===== config.mk =====
export PLATFORM = sky130hd
export DESIGN_NAME = alu_op_sweeper
export DESIGN_NICKNAME = d
export VERILOG_FILES = /design/src/rtl/alu_op_sweeper.sv
export SDC_FILE = /design/constraint.sdc
export NUM_CORES = 1
export LEC_CHECK = 0
export CAP_MARGIN = 20
export CELL_PAD_IN_SITES_DETAIL_PLACEMENT = 1
export CELL_PAD_IN_SITES_GLOBAL_PLACEMENT = 2
export CORE_ASPECT_RATIO = 2
export CORE_MARGIN = 4
export CORE_UTILIZATION = 35
export CTS_CLUSTER_DIAMETER = 200
export DETAILED_ROUTE_END_ITERATION = 8
export GPL_ROUTABILITY_DRIVEN = 0
export GPL_TIMING_DRIVEN = 0
export PLACE_DENSITY = 0.74
export SETUP_SLACK_MARGIN = 0.4
export SLEW_MARGIN = 25
export SYNTH_ARGS = -nofsm -noshare
export SYNTH_HDL_FRONTEND = slang
export SYNTH_SLANG_ARGS = --single-unit

===== constraint.sdc =====
create_clock -name clk -period 3.28 [get_ports clk]
set_input_delay 0.328 -clock clk [delete_from_list [all_inputs] [get_ports clk]]
set_output_delay 0.328 -clock clk [all_outputs]
set_load 0.01 [all_outputs]

===== src/rtl/alu_op_sweeper.sv =====
// alu_op_sweeper: steps a combinational ALU through an op range on one operand pair,
// holding each op SETTLE cycles and capturing its result into a per-op buffer.
module alu_op_sweeper #(
    parameter int WIDTH  = 32,
    parameter int OPW    = 5,
    parameter int SETTLE = 1
) (
    input  logic             clk,
    input  logic             rst,
    input  logic             start,
    input  logic [WIDTH-1:0] a_in,
    input  logic [WIDTH-1:0] b_in,
    input  logic [OPW-1:0]   op_first,
    input  logic [OPW-1:0]   op_last,
    output logic [WIDTH-1:0] alu_a,
    output logic [WIDTH-1:0] alu_b,
    output logic [OPW-1:0]   alu_op,
    input  logic [WIDTH-1:0] alu_out,
    output logic             busy,
    output logic             done,
    input  logic [OPW-1:0]   rd_idx,
    output logic [WIDTH-1:0] rd_data,
    output logic             rd_valid
);
    localparam int DEPTH = 1 << OPW;

    typedef enum logic [1:0] {IDLE, DRIVE, DONE} state_t;

    state_t             state, state_next;
    logic [7:0]         cnt;
    logic [OPW-1:0]     op_last_q;
    logic [DEPTH-1:0]   valid;
    logic [WIDTH-1:0]   mem [DEPTH];
    logic               accept, cap, last;

    assign accept = start && state != DRIVE;
    assign cap    = state == DRIVE && cnt == 8'(SETTLE - 1);
    assign last   = alu_op == op_last_q;

    always_comb begin
        state_next = state;
        if (accept)
            state_next = DRIVE;
        else if (cap && last)
            state_next = DONE;
    end

    always_ff @(posedge clk or posedge rst) begin
        if (rst) begin
            state     <= IDLE;
            alu_a     <= '0;
            alu_b     <= '0;
            alu_op    <= '0;
            op_last_q <= '0;
            cnt       <= '0;
            valid     <= '0;
        end else begin
            state <= state_next;
            if (accept) begin
                alu_a     <= a_in;
                alu_b     <= b_in;
                alu_op    <= op_first;
                op_last_q <= op_last;
                cnt       <= '0;
                valid     <= '0;
            end else if (cap) begin
                valid[alu_op] <= 1'b1;
                if (!last) begin
                    alu_op <= alu_op + 1'b1;
                    cnt    <= '0;
                end
            end else if (state == DRIVE) begin
                cnt <= cnt + 1'b1;
            end
        end
    end

    // Data storage is never cleared; the valid bits alone decide what is visible.
    always_ff @(posedge clk) begin
        if (cap)
            mem[alu_op] <= alu_out;
    end

    assign busy     = state == DRIVE;
    assign done     = state == DONE;
    assign rd_valid = valid[rd_idx];
    assign rd_data  = rd_valid ? mem[rd_idx] : '0;
endmodule


# Word level (Yosys, flattened, before mapping)

Memory sizes are Yosys's and may differ from the RTL's.
Index checks and enable logic that the tools add are counted.

Register bits: 116
Bits in writable memories: 1024
Input bits: 114
Memories: 1

$add $sub $neg: 2
$lt $le $gt $ge: 3
Equal/unequal tests: 6
Muxes and demuxes: 18
Bitwise operators: 1
Reduce and logical (&&, ||, !) cells: 10

Memory list:

| memory | words | width | read ports | clocked after Yosys merged registers in | wr ports | line | text |
|---|---|---|---|---|---|---|---|
| mem    | 32    | 32    | 1          | 0                                       | 1        | 33   | `logic [WIDTH-1:0] mem [DEPTH];` |

Operators with widths:

| operator                                                           | count |
|---|---|
| 2-to-1 mux 32 bit                                                  | 3 |
| 2-to-1 mux 8 bit                                                   | 4 |
| bitwise OR 32 bit                                                  | 1 |
| 2-to-1 mux 5 bit                                                   | 3 |
| < comparator 5 x 6 -> 1 bit (second input constant)                | 2 |
| adder 8 x 1 -> 8 bit (second input constant)                       | 1 |
| zero test 8 bit                                                    | 1 |
| adder 5 x 1 -> 5 bit (second input constant)                       | 1 |
| binary-select mux 1 bit (select 5 bit)                             | 1 |
| demux 1 bit (select 5 bit)                                         | 1 |
| == test 5 bit                                                      | 1 |
| greater-or-equal comparator 5 x 1 -> 1 bit (second input constant) | 1 |
| logical AND 1 bit                                                  | 4 |
| 2-to-1 mux 1 bit                                                   | 4 |
| 2-to-1 mux 2 bit                                                   | 2 |
| AND reduction 2 bit                                                | 2 |
| nonzero test 2 bit                                                 | 2 |
| inequality test 3 bit (second input constant)                      | 1 |
| nonzero test 3 bit                                                 | 1 |
| == test 2 x 1 -> 1 bit (second input constant)                     | 1 |
| == test 2 bit (second input constant)                              | 1 |
| inequality test 2 x 1 -> 1 bit (second input constant)             | 1 |
| inequality test 2 bit (second input constant)                      | 1 |

# Longest topological paths before layout

Gate-level depths: netlist of run 1.

Depth after elaboration: 7
Mapped depth: 10

# Worst setup path after synthesis of run 1

Ideal clock, no wire load.

Kind: reg2reg
From: register cnt[0]
To: memory mem[30][0] (enable)
Data arrival time: 2.701 ns
Path slack: 0.157 ns
Stages on the path, launching flop included: 8
Cell sequence: dfrtp_1 inv_1 ha_1 nor2b_1 and4_1 clkbuf_1 nand2_1 nor2_1

Longest elaborated chain between the ends: 4

RTL lines:

| element                                | line | text |
|---|---|---|
| start: declaration                     | 30   | `logic [7:0] cnt;` |
| start signal: assignment               | 73   | `cnt <= cnt + 1'b1;` |
| zero test 8 bit                        | 37   | `assign cap = state == DRIVE && cnt == 8'(SETTLE - 1);` |
| logical AND 1 bit                      | 37   |  |
| 2-to-1 mux 1 bit                       | 80   | `if (cap)` |
| 2-to-1 mux 1 bit (implied by the code) | 81   | `mem[alu_op] <= alu_out;` |
| end: declaration                       | 33   |  |

No other way between the ends.

# Final worst setup path of run 1

From: register valid[31]
To: output rd_data[8]

Longest elaborated chain between the ends: 3

RTL lines:

| element                                | line | text |
|---|---|---|
| start: declaration                     | 32   | `logic [DEPTH-1:0] valid;` |
| start signal: assignment               | 56   | `valid <= '0;` |
| start signal: assignment               | 65   | `valid <= '0;` |
| start signal: indexed assignment       | 67   | `valid[alu_op] <= 1'b1;` |
| binary-select mux 1 bit (select 5 bit) | 86   | `assign rd_valid = valid[rd_idx];` |
| 2-to-1 mux 1 bit (implied by the code) | 86   |  |
| 2-to-1 mux 32 bit                      | 87   | `assign rd_data = rd_valid ? mem[rd_idx] : '0;` |
| end: declaration                       | 22   | `output logic [WIDTH-1:0] rd_data,` |

No other way between the ends. The select of a mux whose other input is x is not followed.

==> results of run 1 <==
[worst register-to-register path, stage by stage, from the launching register on]
cell and delay, ns:
dfrtp_1 0.45, inv_1 0.09, ha_1 0.13, nor2b_1 0.17, and4_1 0.21, clkbuf_2 0.27
nand2_4 0.25, nor2_4 0.35, buf_16 0.21, buf_12 0.20
[flip-flops by register name (all words and copies together) (netlist names)]
register,flops
valid,32
cnt,8
state,2
alu_b,32
alu_op,5
alu_a,32
mem,1024
op_last_q,5
[layer usage]
layer	routed length [µm]	GRT usage [%]	share of wire (%)	up-vias
li1	-	-	-	10662
met1	48200	22.0	34	13465
met2	79100	40.3	55	979
met3	7450	3.63	5.2	292
met4	8510	11.1	5.9	6
met5	41	0	0.029	-
[how the worst max path moves through the flow]
| stage | end | slack [ns] | cells past startpoint | from |
|---|---|---|---|---|
| floorplan | mem[30][0]$_DFFE_PP_ | 0.16 | 7 | cnt[0]$_DFFE_PP0P_ |
| global placement | mem[17][23]$_DFFE_PP_ | -2.31 | 7 | cnt[0]$_DFFE_PP0P_ |
| detailed placement | rd_data[6] | -1.35 | 8 | rd_idx[4] |
| CTS | rd_data[6] | 0.02 | 9 | valid[27]$_DFFE_PP0P_ |
| global route | rd_data[8] | 0.03 | 9 | valid[31]$_DFFE_PP0P_ |
| finish | rd_data[8] | 0.08 | 9 | valid[31]$_DFFE_PP0P_ |
[Yosys cell counts (all sizes together) (32+ instances only)]
library cell / n
nor3: 37
nand3: 37
and3: 33
dfrtp: 116
nor2: 79
a221oi: 128
clkbuf: 66
a22oi: 32
o21ai: 68
o21a: 32
edfxtp: 1024
buf: 82
a21oi: 34
mux2i: 263
mux4: 134
nand2: 221
[through the flow]
step                setup TNS (ns)  cells  power [mW]
global placement          -2021.31   4349        23.3
global route                     0   4643        37.1
finish                           0   4647        35.8
CTS                              0   4641        35.9
detailed placement          -34.69   4408        23.9
floorplan                        0   2452        20.6
[cells in the final DEF (no fill, tap or decap), drive strengths merged, types with 8 or more instances in the layout]
master / n
a221oi: 128
o21ai: 68
clkinvlp: 8
mux2i: 263
nand3: 37
nor3: 37
dfrtp: 116
nand2: 221
clkdlybuf4s50: 148
a22oi: 32
mux4: 134
o21a: 32
edfxtp: 1024
and3: 33
nor2: 79
a21oi: 34
buf: 254
clkinv: 38
inv: 15
clkbuf: 195
[power groups by stage]
stage / Sequential (mW) / Clock (mW) / Combinational [mW]
after global routing: 17.9 / 12.5 / 6.70
after global placement: 18.1 / 0 / 5.23
after floorplan: 18.1 / 0 / 2.47
after detailed placement: 18.1 / 0 / 5.86
after CTS: 17.8 / 11.8 / 6.29
final: 17.8 / 11.6 / 6.33
[area by class of cell]
| cell class | count | area (µm²) |
|---|---|---|
| Sequential cell | 1140 | 33700 |
| Clock inverter | 56 | 513 |
| Inverter | 11 | 45.0 |
| Multi-Input combinational cell | 1153 | 11000 |
| Tap cell | 1683 | 2110 |
| Antenna cell | 5 | 12.5 |
| Timing Repair Buffer | 323 | 4110 |
| Buffer | 148 | 1080 |
| Clock buffer | 128 | 2630 |
| Fill cell | 12292 | 72100 |
[timing repair]
action | CTS | global route
gates resized for setup | 345 | 38
endpoints found under the setup margin | 797 | 163
hold endpoints to repair | 17 | 0
setup buffers | 46 | 1
gates cloned | 2 | 0
hold buffers | 1 | 0
pin swaps | 26 | 2
[logic make-up after synthesis]
logic type / Yosys count / share of synthesized area [%]
DFF: 1140 / 75.0
and+or+nand+nor: 430 / 4.19
muxes: 399 / 12.7
AOI/OAI and AO/OA: 308 / 5.60
buffers and inverters: 159 / 2.22
xor gates and xnor gates: 10 / 0.195
adders and majority gates: 6 / 0.167
==> results by group, run 1 <==
Critical path
  – WP data required: 2.95 ns
  – Worst reg2reg setup slack: 0.59 ns
  – Critical path launch point type: flop
  – Worst r2r src: cnt[0]$_DFFE_PP0P_
  – Slowest CP cell: mux4_2
  – Terminus of the critical flop-to-flop path: mem[3][12]$_DFFE_PP_
  – CP dominant cell by count: buf_6
  – Slowest stage delay, CP: ~0.50 ns
  – Crit Path Class: reg2out
  – Ordered cell list for the critical path: mux4_2, mux2_4, nand3_4, nand4_4, buf_12, buf_6, buf_6, and3_4, buf_6
  – Max FO, Critical Path: 7
  – Worst Path Buf+Inv: 4
  – R2R depth: 9
  – Crit path max-delay family: multiplexers
  – Worst EP arrival: 2.87 ns
  – Setup crit end kind: output port

STA
  – Fmax: 313 MHz
  – Final Hold Fails: 0
  – Clock Skew: 0.0550 ns
  – Slew Limit Fails: 0
  – Setup Viol. Count Final: 0
  – Tmin final: 3.20 ns
  – Fin crit share: 97.4%
  – Worst Tran Pin Value: around 0.9 ns
  – Worst hold slack: 0.128 ns
  – Setup WS post-layout: 0.0839 ns
  – Slew Limit Headroom: 41.7%
  – Unrepaired setup endpoints after global routing: yes

Global routing
  – Initial antenna violation count: 8
  – Largest net degree at the start of global routing: 33
  – Total gr overflow: 0
  – First-pass GRT wire length: 205,000 µm
  – Vias in the first global route: 28,491
  – Gr usage total: 21.2%

Clocking
  – CTS tree: done
  – H-tree depth: 3
  – CTS Buf Count: 99
  – Clock transition at path regs: 0.07 ns
  – Clk sinks: 1,140
  – Root Buffer: clkbuf_16
  – Clk buf depth: 3
  – Worst-Skew Late Latency: 0.72 ns

Synth
  – Synthesized area: 44,900 µm²
  – Top cells by area, synth: edfxtp_1, mux4_2, dfrtp_1
  – Post-Syn Nets: 2,572
  – Leading area contributor after synthesis: edfxtp_1
  – Synth Register Bits: 1,140
  – Post-synth EDFFs: 1,024
  – Post-synthesis instance total: between 2,000 and 2,500
  – Number of synthesis warnings: 0
  – Post-synthesis sequential area ratio: 75.0%
  – Ys flop type: edfxtp_1
  – Synth unique cells: 51
  – Area share of the largest cell type after synthesis: 68.5%
  – Syn Area/Cell: 18.3 µm²
  – Synth async-reset ratio: 10.2%

Pwr
  – Seq pwr share: 49.8%
  – Fraction of power consumed by the clock network: 32.5%
  – Switching pwr: 9.71 mW
  – Sw frac: 27.2%
  – VDD IR max: 0.486 mV
  – Logic pwr share: 17.7%
  – PwrDens: 648 nW/µm²
  – P_int: ~26 mW
  – Leakage power: around 19 nW

Floorplanning
  – Row cnt: 185
  – Die width: between 200 and 300 µm
  – CORE AREA: roughly 130,000 µm²
  – Initial Util: 35.3%
  – Io pins: between 200 and 250
  – Die area: 134,000 µm²
  – Die height: 514 µm

Route
  – Vias/cell: 5.47
  – Vias after detailed routing: 25,404
  – WL per Instance: 30.8 µm
  – Post-route ant nets: 0
  – DRT Pass-1 Iters: 7
  – # DRC: 0
  – DRT iter0 DRCs: between 2,000 and 2,500
  – Post-Route WL: around 140,000 µm

Finish
  – Layout cells sized above 1: between 20% and 30%
  – Final core utilization: 43.3%
  – Area Growth Syn to Fin: 22.9%
  – Fin area: 55,200 µm²
  – Nets: 2,996

Place
  – PortBufs: 214
  – Post-DP HPWL: 99,600 µm
  – DP Area: 50,700 µm²
  – Pre-CTS setup slack: -1.35 ns

Run
  – Max-Cap Viols: 0

Status
  – Status: completed

Min path
  – Hold Crit Start: a_in[30]
  – Worst hold endpoint: alu_a[30]$_DFFE_PP0P_
  – Hold/Removal Path Class: in2reg
  – Hold path depth: 3
Note: power is estimated with default switching activity, not from simulation.
==> inputs of run 2 (changes only) <==
--- a/config.mk
+++ b/config.mk
@@ -11,10 +11,12 @@
 export CORE_ASPECT_RATIO = 2
 export CORE_MARGIN = 4
 export CORE_UTILIZATION = 35
+export CTS_BUF_LIST = sky130_fd_sc_hd__clkbuf_4
 export CTS_CLUSTER_DIAMETER = 200
 export DETAILED_ROUTE_END_ITERATION = 8
 export GPL_ROUTABILITY_DRIVEN = 0
 export GPL_TIMING_DRIVEN = 0
+export MAX_ROUTING_LAYER = met4
 export PLACE_DENSITY = 0.74
 export SETUP_SLACK_MARGIN = 0.4
 export SLEW_MARGIN = 25
==> results by group, run 2 (synthesis results as in run 1) <==
STA
  – Clock Skew: 0.0748 ns (+0.0198 ns)
  – Worst hold slack: 0.249 ns (+0.121 ns)
  – Setup WS post-layout: -0.341 ns (-0.425 ns)
  – Final Hold Fails: 0 (unchanged)
  – Setup Viol. Count Final: 33 (+33)
  – Slew Limit Fails: 0 (unchanged)
  – Fin crit share: 110% (+13 points)
  – Worst Tran Pin Value: 1.08 ns (+0.210 ns)
  – Setup TNS: -9.14 ns (-9.14 ns)
  – Tmin final: 3.62 ns (+0.425 ns)
  – Fmax: 276 MHz (-12%)
  – Unrepaired setup endpoints after global routing: yes
  – Slew Limit Headroom: 27.7% (-14 points)

Route
  – Vias after detailed routing: 26,885 (+5.8%)
  – # DRC: 0 (unchanged)
  – Post-Route WL: 145,000 µm (+1.5%)
  – DRT Pass-1 Iters: 5 (-2)
  – DRT iter0 DRCs: 2,097 (-3.3%)
  – Vias/cell: 5.36 (-2.0%)
  – Post-route ant nets: 0 (unchanged)
  – WL per Instance: 29.0 µm (-6.0%)

Min path
  – Hold/Removal Path Class: in2reg

Critical path
  – Crit path max-delay family: buffers and inverters
  – Max FO, Critical Path: 8 (+1)
  – Worst EP arrival: 3.29 ns (+0.42 ns)
  – CP dominant cell by count: buf_6
  – Crit Path Class: reg2out
  – Slowest CP cell: mux4_2
  – WP data required: 2.95 ns (about the same)
  – Setup crit end kind: output port
  – Ordered cell list for the critical path: mux4_2, o211ai_1, nand4_4, buf_12, buf_8, buf_6, and3_4, buf_6
  – Critical path launch point type: flop
  – Slowest stage delay, CP: 0.48 ns (-0.02 ns)
  – Worst Path Buf+Inv: 4 (unchanged)

Clocking
  – Clk sinks: 1,140 (unchanged)
  – Clock transition at path regs: 0.10 ns (+0.03 ns)
  – Clk buf depth: 4 (+1)
  – H-tree depth: 5 (+2)
  – Worst-Skew Late Latency: 1.17 ns (+0.45 ns)
  – Root Buffer: clkbuf_4
  – CTS tree: done
  – CTS Buf Count: 275 (+180%)

Place
  – Post-DP HPWL: 99,600 µm (unchanged)
  – PortBufs: 214 (unchanged)
  – Pre-CTS setup slack: -1.35 ns (unchanged)

Global routing
  – Vias in the first global route: 30,887 (+8.4%)
  – Initial antenna violation count: 8 (unchanged)
  – Gr usage total: 22.3% (+1.1 points)
  – Largest net degree at the start of global routing: 33 (unchanged)
  – First-pass GRT wire length: 209,000 µm (+2.3%)
  – Total gr overflow: 0 (unchanged)

Floorplanning
  – Initial Util: 35.3% (unchanged)
  – Row cnt: 185 (unchanged)
  – CORE AREA: 127,000 µm² (unchanged)
  – Die width: 261 µm (unchanged)
  – Die area: 134,000 µm² (unchanged)
  – Die height: 514 µm (unchanged)
  – Io pins: 218 (unchanged)

Finish
  – Nets: 3,275 (+9.3%)
  – Layout cells sized above 1: 28.0% (+3.0 points)
  – Area Growth Syn to Fin: 24.5%
  – Most frequent cells in the layout: edfxtp_1, clkbuf_4, mux2i_1
  – Max reg flops: 1,024 (unchanged)
  – Final core utilization: 43.9% (+0.56 points)
  – Commonest non-fill, non-tap cell in the layout: edfxtp_1
  – Most flop-heavy register: mem

Status
  – Status: finished with violations
  – Failing checks: setup timing

Run
  – Max-Cap Viols: 0 (unchanged)

Pwr
  – Leakage power: 19.7 nW (+3.7%)
  – PwrDens: 635 nW/µm² (-2.0%)
  – VDD IR max: 0.346 mV (-29%)
[run 2: metal layers]
| layer | global-route usage [%] | part of all wire [%] | vias up | wire length [µm] |
|---|---|---|---|---|
| li1 | - | - | 11378 | - |
| met4 | 13.2 | 6.7 | 0 | 9680 |
| met2 | 40.5 | 55 | 1153 | 80200 |
| met5 | - | 0 | - | 0 |
| met3 | 4.55 | 5.4 | 373 | 7820 |
| met1 | 21.7 | 33 | 13981 | 47800 |
[run 2: through the flow]
stage	cell area [µm²]	power, mW	std cells
after floorplan	44900	20.6	2452
after global placement	49100	23.3	4349
after detailed placement	50700	23.9	4408
after CTS	55800	35.7	4998
after global routing	55900	37.1	5018
final	55900	35.5	5018
[run 2: final cells by class]
type	instances	area, µm²
fill	12488	71400
antenna	8	20.0
tap	1683	2110
clock buffer	392	2940
clock inverter	57	339
timing repair buffer	426	5080
multi-input combinational	1153	10700
inverter	11	45.0
buffer	148	990
sequential	1140	33700
[run 2: what timing repair did]
item                                    CTS  global route
endpoints found under the setup margin  784            33
resized for setup                       239             8
cloned                                    2             0
hold buffers                            100             9
setup buffers                            39             3
pin swaps                                24             1
hold endpoints to repair                892           288
[run 2: report_power, final]
part	internal, mW	total [mW]	switching, mW
clock network	5.80	11.4	5.61
logic	2.64	6.30	3.66
registers	17.2	17.8	0.596
[run 2: final timing paths]
| path | start | end | slack, ns | depth (start not counted) |
|---|---|---|---|---|
| max | valid[26]$_DFFE_PP0P_ | rd_data[6] | -0.34 | 8 |
| min | b_in[5] | alu_b[5]$_DFFE_PP0P_ | 0.25 | 4 |
| max reg2reg | cnt[0]$_DFFE_PP0P_ | mem[3][7]$_DFFE_PP_ | 0.63 | 9 |
| min reg2reg | alu_a[20]$_DFFE_PP0P_ | alu_a[20]$_DFFE_PP0P_ | 0.48 | 2 |
| max in group asynchronous | rst | valid[9]$_DFFE_PP0P_ | 1.67 | 7 |
| min in group asynchronous | rst | alu_b[19]$_DFFE_PP0P_ | 0.71 | 4 |
[run 2: worst reg2reg max path, delay by kind of cell, from the launching register on]
kind          cells  cell delay, ns
fa+ha+maj         1            0.13
buf+inv           4            0.76
flops             1            0.45
simple gates      4            0.91
==> inputs of run 3 (changes only) <==
--- a/config.mk
+++ b/config.mk
@@ -17,7 +17,7 @@
 export GPL_ROUTABILITY_DRIVEN = 0
 export GPL_TIMING_DRIVEN = 0
 export MAX_ROUTING_LAYER = met4
-export PLACE_DENSITY = 0.74
+export PLACE_DENSITY_LB_ADDON = 0.1
 export SETUP_SLACK_MARGIN = 0.4
 export SLEW_MARGIN = 25
 export SYNTH_ARGS = -nofsm -noshare
==> results by group, run 3 (synthesis results as in run 1) <==
Finish
  – Most flop-heavy register: mem
  – Multi-input gate area: 10,700 µm² (about the same)
  – Commonest non-fill, non-tap cell in the layout: edfxtp_1
  – Seq. cell area: 33,700 µm² (unchanged)
  – Most frequent cells in the layout: edfxtp_1, clkbuf_4, mux2i_1
  – Area Growth Syn to Fin: 25.0%
  – Layout cells sized above 1: 28.2% (+0.17 points)
  – Fillers: 12,451 (-0.30%)
  – Max reg flops: 1,024 (unchanged)
  – Final core utilization: 44.1% (+0.16 points)
  – Nets: 3,291 (+0.49%)

Global routing
  – Vias in the first global route: 29,949 (-3.0%)
  – GR Util met3: 4.87% (+0.32 points)
  – M2 GR Usage: 42.7% (+2.3 points)
  – Total gr overflow: 0 (unchanged)
  – Gr usage total: 22.9% (+0.60 points)
  – Initial antenna violation count: 6 (-2)
  – First-pass GRT wire length: 211,000 µm (+0.55%)
  – GR Util met1: 22.7% (+1.1 points)
  – Gr busiest metal: met2
  – Largest net degree at the start of global routing: 33 (unchanged)

Place
  – PortBufs: 214 (unchanged)
  – Post-DP HPWL: 104,000 µm (+4.7%)
  – Pre-CTS setup slack: -1.31 ns (+0.0426 ns)

Status
  – Status: finished with violations
  – Failing checks: setup timing

STA
  – Fmax: 273 MHz (-1.1%)
  – Worst hold slack: 0.251 ns (+0.00220 ns)
  – Worst Tran Pin Value: 1.08 ns (-0.00521 ns)
  – Clock Skew: 0.0594 ns (-0.0153 ns)
  – Unrepaired setup endpoints after global routing: yes
  – Setup WS post-layout: -0.383 ns (-0.0420 ns)
  – Fin crit share: 112% (+1.3 points)
  – Slew Limit Fails: 0 (unchanged)
  – Final Hold Fails: 0 (unchanged)
  – Setup TNS: -9.55 ns (-0.414 ns)
  – Tmin final: 3.66 ns (+0.0420 ns)
  – Setup Viol. Count Final: 33 (unchanged)
  – Slew Limit Headroom: 28.1% (+0.35 points)

Route
  – DRT Pass-1 Iters: 5 (unchanged)
  – Post-Route WL: 149,000 µm (+2.4%)
  – Post-route ant nets: 0 (unchanged)
  – DRT iter0 DRCs: 1,481 (-29%)
  – WL per Instance: 29.6 µm (+2.1%)
  – Vias after detailed routing: 26,271 (-2.3%)
  – # DRC: 0 (unchanged)
  – Vias/cell: 5.22 (-2.6%)

Critical path
  – Worst EP arrival: 3.33 ns (+0.04 ns)
  – Critical path launch point type: input pin
  – Setup crit end kind: output port
  – Crit Path Class: in2out
  – WP data required: 2.95 ns (about the same)
  – Worst reg2reg setup slack: 0.52 ns (-0.11 ns)
  – Max FO, Critical Path: 10 (+2)

Pwr
  – P_int: 25.7 mW (+0.12%)
  – Leakage power: 19.8 nW (+0.25%)
  – Seq pwr share: 50.0% (about the same)
  – Sw frac: 27.8% (-0.032 points)
  – Fraction of power consumed by the clock network: 32.2% (about the same)
  – Logic pwr share: 17.8% (about the same)
  – Total power: 35.5 mW (about the same)
  – VDD IR max: 0.319 mV (-7.8%)
  – PwrDens: 633 nW/µm² (-0.30%)
  – Switching pwr: 9.86 mW (about the same)

Clocking
  – H-tree depth: 5 (unchanged)
  – Root Buffer: clkbuf_4
  – Worst-Skew Late Latency: 1.17 ns (about the same)
  – CTS tree: done
  – Clock transition at path regs: 0.07 ns (-0.03 ns)
  – CTS Buf Count: 288 (+4.7%)
  – Clk sinks: 1,140 (unchanged)
  – Clk buf depth: 4 (unchanged)

Min path
  – Hold/Removal Path Class: in2reg

Floorplanning
  – CORE AREA: 127,000 µm² (unchanged)
  – Die width: 261 µm (unchanged)
  – Die area: 134,000 µm² (unchanged)
  – Die height: 514 µm (unchanged)
  – Initial Util: 35.3% (unchanged)
  – Row cnt: 185 (unchanged)
  – Io pins: 218 (unchanged)

Run
  – Max-Cap Viols: 0 (unchanged)
## run 3: cell count changes in the layout (fill, tap and decap cells not counted), sizes merged, moves of 2 or more
cell         change
inv              +2
clkinv           +9
buf              -3
diode            -3
dlygate4sd3      +6
clkbuf           +8
bufinv           -2
## run 3: critical path, stage by stage
cell and delay, ns:
clkdlybuf4s50_1 0.61, inv_1 0.15, clkbuf_2 0.37, buf_1 0.50
a221oi_2 0.32, nor2_1 0.08, a21oi_1 0.52, and3_4 0.31
buf_6 0.11
## run 3: cell type report
type | instances | share of cell area [%]
antenna | 5 | 0.0223
buffer | 148 | 1.77
clock buffer | 400 | 5.35
clock inverter | 65 | 0.560
inverter | 11 | 0.0803
multi-input combinational | 1153 | 19.1
sequential | 1140 | 60.0
tap | 1683 | 3.75
timing repair buffer | 429 | 9.37
## run 3: layer usage
layer / wire [µm] / vias to the layer above
li1: - / 11414
met1: 51300 / 13727
met2: 84100 / 838
met3: 6850 / 292
met4: 6730 / 0
met5: 0 / -
## run 3: what timing repair did
action                                  4_1_cts  5_1_grt
setup buffers                                26        1
pin swaps                                    15        2
resized for setup                           255       11
endpoints found under the hold margin       877      288
endpoints found under the setup margin     1027       36
gates cloned                                  2        0
hold buffers                                106        9
## run 3: through the flow
step / cells / instance area, µm²
floorplan: 2452 / 44900
global route: 5034 / 56100
CTS: 5019 / 56000
finish: 5034 / 56100
global placement: 4349 / 49100
detailed placement: 4420 / 51000
## run 3: power by group through the flow
| stage | Combinational (mW) | Sequential, mW | Clock (mW) |
|---|---|---|---|
| detailed placement | 6.03 | 18.1 | 0 |
| global route | 6.78 | 17.9 | 12.6 |
| finish | 6.33 | 17.7 | 11.4 |
| global placement | 5.37 | 18.1 | 0 |
| CTS | 6.44 | 17.8 | 11.9 |
| floorplan | 2.47 | 18.1 | 0 |
## run 3: final timing paths
path | from | end | cells after the start
setup / recovery | rd_idx[3] | rd_data[19] | 9
hold / removal | alu_out[28] | mem[16][28]$_DFFE_PP_ | 2
setup reg to reg | cnt[4]$_DFFE_PP0P_ | mem[9][20]$_DFFE_PP_ | 6
hold reg to reg | alu_a[2]$_DFFE_PP0P_ | alu_a[2]$_DFFE_PP0P_ | 2
max in group asynchronous | rst | alu_a[25]$_DFFE_PP0P_ | 8
min in group asynchronous | rst | alu_a[0]$_DFFE_PP0P_ | 4
